**config.mk**
```make
export PLATFORM = sky130hd
export DESIGN_NAME = l1d_access_scheduler
export DESIGN_NICKNAME = d
export VERILOG_FILES = /design/src/rtl/l1d_access_scheduler.sv
export SDC_FILE = /design/constraint.sdc
export NUM_CORES = 1
export LEC_CHECK = 0
export CAP_MARGIN = 20
export CORE_MARGIN = 10
export CORE_UTILIZATION = 23
export DETAILED_ROUTE_END_ITERATION = 8
export GPL_ROUTABILITY_DRIVEN = 0
export MAX_ROUTING_LAYER = met4
export PLACE_DENSITY = 0.51
export REMOVE_ABC_BUFFERS = 1
export SLEW_MARGIN = 10
export SYNTH_ARGS = -nofsm -noshare
export SYNTH_HDL_FRONTEND = slang
export SYNTH_SLANG_ARGS = --single-unit
```
**constraint.sdc**
```tcl
create_clock -name clock_i -period 5 [get_ports clock_i]
set_input_delay 0.5 -clock clock_i [delete_from_list [all_inputs] [get_ports clock_i]]
set_output_delay 0.5 -clock clock_i [all_outputs]
set_load 0.02 [all_outputs]
```
**src/rtl/l1d_access_scheduler.sv**
```systemverilog
// l1d_access_scheduler: issue stage in front of the dual-port l1d_Cache.
// Each execution pipe has its own small FIFO. Every unstalled cycle the FIFO
// heads are issued to cache ports A and B. When the heads touch the same line
// and at least one of them is a store, port B is held back for one cycle.
// Memory ops that address a line past the end of the cache are squashed to NOPs.
module l1d_access_scheduler #(
  parameter int DEPTH     = 2,
  parameter int NUM_LINES = 4000
) (
  input  logic        clock_i,
  input  logic        reset_i,
  input  logic        reqValidA_i,
  input  logic        reqValidB_i,
  output logic        reqReadyA_o,
  output logic        reqReadyB_o,
  input  logic [6:0]  opCodeA_i,
  input  logic [6:0]  opCodeB_i,
  input  logic [15:0] pOperandA_i,
  input  logic [15:0] pOperandB_i,
  input  logic [15:0] sOperandA_i,
  input  logic [15:0] sOperandB_i,
  input  logic        isWbA_i,
  input  logic        isWbB_i,
  input  logic [4:0]  wbAddressA_i,
  input  logic [4:0]  wbAddressB_i,
  input  logic        stall_i,
  output logic        loadStoreA_o,
  output logic        loadStoreB_o,
  output logic [6:0]  opCodeA_o,
  output logic [6:0]  opCodeB_o,
  output logic [15:0] pOperandA_o,
  output logic [15:0] pOperandB_o,
  output logic [15:0] sOperandA_o,
  output logic [15:0] sOperandB_o,
  output logic        isWbA_o,
  output logic        isWbB_o,
  output logic [4:0]  wbAddressA_o,
  output logic [4:0]  wbAddressB_o,
  output logic        rangeError_o,
  output logic [15:0] conflictCount_o
);

  localparam int          PTR_W      = $clog2(DEPTH);
  localparam int          CNT_W      = $clog2(DEPTH + 1);
  localparam logic [16:0] LINE_LIMIT = 17'(NUM_LINES);
  localparam logic [6:0]  OP_NOP     = 7'd0;
  localparam logic [6:0]  OP_LOAD    = 7'd11;
  localparam logic [6:0]  OP_STORE   = 7'd12;

  typedef struct packed {
    logic [6:0]  opCode;
    logic [15:0] pOperand;
    logic [15:0] sOperand;
    logic        isWb;
    logic [4:0]  wbAddress;
  } entry_t;

  function automatic logic isMemOp(input logic [6:0] op);
    return (op == OP_LOAD) || (op == OP_STORE);
  endfunction

  // Index 0 is pipe/port A, index 1 is pipe/port B.
  entry_t [1:0] reqEntry;
  entry_t [1:0] headEntry;
  entry_t [1:0] issueEntry;
  logic   [1:0] reqValid;
  logic   [1:0] reqReady;
  logic   [1:0] notEmpty;
  logic   [1:0] pop;
  logic   [1:0] rangeHit;
  logic   [1:0] issueStrobe;
  logic         hazard;
  logic         rangeErrorReg;
  logic [15:0]  conflictCountReg;

  assign reqEntry[0] = {opCodeA_i, pOperandA_i, sOperandA_i, isWbA_i, wbAddressA_i};
  assign reqEntry[1] = {opCodeB_i, pOperandB_i, sOperandB_i, isWbB_i, wbAddressB_i};
  assign reqValid    = {reqValidB_i, reqValidA_i};

  // Same-line hazard between the two heads; A is always the older request,
  // so it is B that waits.
  assign hazard = notEmpty[0] && notEmpty[1]
               && isMemOp(headEntry[0].opCode) && isMemOp(headEntry[1].opCode)
               && (headEntry[0].sOperand == headEntry[1].sOperand)
               && ((headEntry[0].opCode == OP_STORE) || (headEntry[1].opCode == OP_STORE));

  assign pop[0] = !stall_i && notEmpty[0];
  assign pop[1] = !stall_i && notEmpty[1] && !hazard;

  genvar gi;
  generate
    for (gi = 0; gi < 2; gi++) begin : g_pipe
      logic [PTR_W-1:0] wrPtrReg;
      logic [PTR_W-1:0] rdPtrReg;
      logic [CNT_W-1:0] countReg;
      entry_t           mem [DEPTH];
      entry_t           squashed;
      entry_t           issueReg;
      logic             loadStoreReg;
      logic             outOfRange;
      logic             push;

      // Ready comes from the registered count only, so a full FIFO refuses a
      // push even in a cycle where it also pops.
      assign reqReady[gi]  = countReg < CNT_W'(DEPTH);
      assign notEmpty[gi]  = countReg != '0;
      assign push          = reqValid[gi] && reqReady[gi];
      assign headEntry[gi] = mem[rdPtrReg];

      // FIFO pointers and occupancy; DEPTH is a power of two so pointers wrap naturally.
      always_ff @(posedge clock_i or posedge reset_i) begin
        if (reset_i) begin
          wrPtrReg <= '0;
          rdPtrReg <= '0;
          countReg <= '0;
        end else begin
          if (push)   wrPtrReg <= wrPtrReg + 1'b1;
          if (pop[gi]) rdPtrReg <= rdPtrReg + 1'b1;
          case ({push, pop[gi]})
            2'b10:   countReg <= countReg + 1'b1;
            2'b01:   countReg <= countReg - 1'b1;
            default: countReg <= countReg;
          endcase
        end
      end

      // FIFO storage; contents need no reset because occupancy gates every read.
      always_ff @(posedge clock_i) begin
        if (push) mem[wrPtrReg] <= reqEntry[gi];
      end

      // Out-of-range memory ops become NOPs without writeback, keeping their operands.
      always_comb begin
        outOfRange = isMemOp(headEntry[gi].opCode)
                  && ({1'b0, headEntry[gi].sOperand} >= LINE_LIMIT);
        squashed   = headEntry[gi];
        if (outOfRange) begin
          squashed.opCode = OP_NOP;
          squashed.isWb   = 1'b0;
        end
      end

      assign rangeHit[gi] = pop[gi] && outOfRange;

      // Issue register for this cache port: strobe for one cycle per pop, fields hold otherwise.
      always_ff @(posedge clock_i or posedge reset_i) begin
        if (reset_i) begin
          loadStoreReg <= 1'b0;
          issueReg     <= '0;
        end else if (pop[gi]) begin
          loadStoreReg <= 1'b1;
          issueReg     <= squashed;
        end else begin
          loadStoreReg <= 1'b0;
        end
      end

      assign issueEntry[gi]  = issueReg;
      assign issueStrobe[gi] = loadStoreReg;
    end
  endgenerate

  // Sticky range error and saturating count of cycles where B was held by a hazard.
  always_ff @(posedge clock_i or posedge reset_i) begin
    if (reset_i) begin
      rangeErrorReg    <= 1'b0;
      conflictCountReg <= '0;
    end else begin
      if (|rangeHit) rangeErrorReg <= 1'b1;
      if (!stall_i && hazard && (conflictCountReg != 16'hFFFF))
        conflictCountReg <= conflictCountReg + 16'd1;
    end
  end

  assign reqReadyA_o     = reqReady[0];
  assign reqReadyB_o     = reqReady[1];
  assign loadStoreA_o    = issueStrobe[0];
  assign loadStoreB_o    = issueStrobe[1];
  assign opCodeA_o       = issueEntry[0].opCode;
  assign opCodeB_o       = issueEntry[1].opCode;
  assign pOperandA_o     = issueEntry[0].pOperand;
  assign pOperandB_o     = issueEntry[1].pOperand;
  assign sOperandA_o     = issueEntry[0].sOperand;
  assign sOperandB_o     = issueEntry[1].sOperand;
  assign isWbA_o         = issueEntry[0].isWb;
  assign isWbB_o         = issueEntry[1].isWb;
  assign wbAddressA_o    = issueEntry[0].wbAddress;
  assign wbAddressB_o    = issueEntry[1].wbAddress;
  assign rangeError_o    = rangeErrorReg;
  assign conflictCount_o = conflictCountReg;

endmodule

```
==> metrics.csv <==
metric;value;unit
status;completed;
total gr overflow;0;
Pleak;0.005809;uW
Clock Sinks;297;
layout cells sized above 1;13.37;%
largest area contributor in the netlist;edfxtp_1;
Initial Util;23.26;%
Detailed Route WL;31200;microns
Cell Count, Final, Fillers Out;1649;
I/O Buffers;205;
synthesized area;11390;sq um
post-CTS setup buffers;0;
Bufs on Longest Clock Path;3;
vias post-DR;6644;
DP HPWL;22040;microns
Vias/cell;4.029;
antenna-violating nets left;0;
Peak Freq;247.0;MHz
setup tns final;0;ns
startpoint class of the critical path;register;
number of synthesized flops with an enable pin;180;
dpl cell area;14240;sq um
Fin Hold WS;0.4371;ns
final setup fails;0;
fin area;15470;sq um
Post-Place Cells;1572;
Remaining DRCs;0;
Worst Hold Class;in2async;
fin crit share;80.99;%
top post-synthesis cells by area;edfxtp_1 (47%), dfrtp_1 (26%), mux2i_1 (6.8%);
CP top delay family;compound AO/OA/AOI/OAI gates;
most frequent CP cell;xnor2_1;
Clk pin slew, worst setup/hold paths;0.06;ns
Area Growth Syn to Fin;35.83;%
DRT iter0 DRCs;352;
kind of critical path;reg2reg;
Critical Path AT;4.51;ns
Max VDD drop;0.0002252;V
critical path capture point type;register;
drt first pass iters;4;
Final #Nets;1043;
RSZ-0062 raised after global routing;no;
post-synth cell types;41;
fill cell count;4840;
Routed WL per cell;18.92;microns
sequential area share after synthesis;73.18;%
IO Pins;206;
crit path buf inv count;0;
post_cts resized;0;
largest net degree at the start of global routing;90;
All-Layer GR Usage;10.78;%
Root Buffer Master;clkbuf_16;
CTS H-tree lvls;2;
main flop type after synthesis;edfxtp_1;
Mapped Avg Cell Area;15.79;sq um
Syn. warnings;0;
Slew Limit Fails;0;
Mapped Cells;721;
vias in the first global route;7069;
row cnt;81;
pwr dens;608.2;nW/um^2
CTS hold repair buffers;0;
worst path cell trace;mux2i_1 > nor3b_1 > o22ai_1 > a2111oi_2 > nand3_2 > o211a_4 > ha_1 > xnor2_1 > nor2_1 > xnor2_1;
top cell type's share of synthesized area;47.47;%
Final Hold Vio Count;0;
area occupied by multi-input gates;2851;sq um
TritonCTS clock tree;built;
first-pass GRT wire length;46470;microns
largest stage delay on the critical path;1.03;ns
Final min period;4.049;ns
overall die height;242.5;microns
Inserted Clock Buffers;35;
Tightest Pin Transition;0.9986;ns
worst skew pair latency;0.53;ns
antenna violations before repair;11;
worst-path maximum fanout;49;
Synth Register Bits;297;
# Max-Cap Violations;0;
Critical Path RT;5.46;ns
FFs w/ async S/R, synth;39.39;%
core area;48950;sq um
die area;58810;sq um
die width;242.5;microns
slowest CP cell;dfrtp_2;
sequential cell area;8335;sq um
skew final;0.01930;ns
Slew Limit Headroom;33.43;%
[placed cells by master, fill, tap and decap left out, types with 12 or more instances in the layout]
cell and count:
clkdlybuf4s50_1 205, edfxtp_1 180, dfrtp_1 115, mux2i_1 77, nand2_1 59, mux2_2 55, o21ai_0 46, clkbuf_16 36
xnor2_1 25, inv_1 21, xor2_1 16, diode_2 13, nor4_1 12
[through the flow]
stage	util, %	setup WS [ns]	power, uW
after floorplan	-	0.6688	5416
after global placement	29.09	0.7758	6896
after detailed placement	29.09	0.7874	6925
after CTS	31.53	0.7727	9620
after global routing	31.59	0.5244	9982
final	31.60	0.9507	9407
[metal layers]
metal | routed length, microns | global-route usage (%) | up-vias | share of wire [%]
met1 | 13790 | 13.09 | 3289 | 44
met2 | 13820 | 15.84 | 191 | 44
met3 | 3085 | 4.927 | 42 | 9.9
li1 | - | - | 3122 | -
met4 | 498 | 3.015 | 0 | 1.6
met5 | 0 | - | - | 0
[state kept, by name (all words and copies together) (netlist names), 2 cells and up]
signal	flops
g_pipe.wrPtrReg	2
wbAddressB_o	5
conflictCount_o	16
g_pipe.mem	180
wbAddressA_o	5
g_pipe.countReg	4
opCodeB_o	7
pOperandA_o	16
pOperandB_o	16
g_pipe.rdPtrReg	2
sOperandB_o	16
opCodeA_o	7
sOperandA_o	16
[path summary, 6_finish.rpt]
kind                                    start  slack [ns]                     to  cells past startpoint
setup / recovery           g_pipe[1].rdPtrReg        0.95  g_pipe[1].countReg[1]                     10
max in group asynchronous             reset_i        3.52     g_pipe[0].rdPtrReg                      3
min in group clock_i           sOperandA_o[1]        0.48         sOperandA_o[1]                      2
hold reg to reg                sOperandA_o[1]        0.48         sOperandA_o[1]                      2
setup reg to reg           g_pipe[1].rdPtrReg        0.95  g_pipe[1].countReg[1]                     10
hold / removal                        reset_i        0.44        wbAddressB_o[2]                      2
[synthesized netlist by cell type, types with 2 or more instances]
cell type  number
nand2b_1        3
mux2_2         55
dfrtp_1       117
o31ai_1         4
nor4_1         12
buf_2           5
or4_1           2
a21oi_1         4
edfxtp_1      180
nand2_1        59
and3_1          5
buf_1           3
xor2_1         16
ha_1            3
o2111ai_1       3
xnor2_1        25
nor3_1         10
nand3_1        11
buf_6           5
o21ai_0        46
mux2i_1        77
o21ai_1         2
o22ai_1         2
a221o_1         2
inv_1          22
mux2_4          2
clkbuf_1       15
nand4_1         6
nor2_1         13
[cell families after synthesis]
| kind of cell | Yosys count | synth area share, % |
|---|---|---|
| simple gates | 128 | 5.351 |
| buf+inv | 51 | 2.099 |
| xor+xnor | 41 | 3.153 |
| fa+ha+maj | 3 | 0.3297 |
| compound gates | 67 | 3.417 |
| flops | 297 | 73.18 |
| mux | 134 | 12.47 |
[worst register-to-register path, cell delays in order, from the launching register on]
cell and delay [ns]:
dfrtp_2 1.03, mux2i_1 0.37, nor3b_1 0.22, o22ai_1 0.20, a2111oi_2 0.45, nand3_2 0.41
o211a_4 0.56, ha_1 0.36, xnor2_1 0.12, nor2_1 0.13, xnor2_1 0.13
[power by group]
group	switching, uW	leakage (uW)	internal [uW]
combinational	1580	0.00215	1400
clock	1010	0.000574	1620
sequential	461	0.00308	3330
[area by class of cell]
cell class / instances / area share, %
inverter: 22 / 0.5663
antenna: 13 / 0.2103
clock inverter: 17 / 1.505
timing repair buffer: 216 / 13.80
sequential: 297 / 53.89
tap: 664 / 5.371
multi-input combinational: 373 / 18.44
clock buffer: 47 / 6.221
Power figures use the tool's default switching activity.
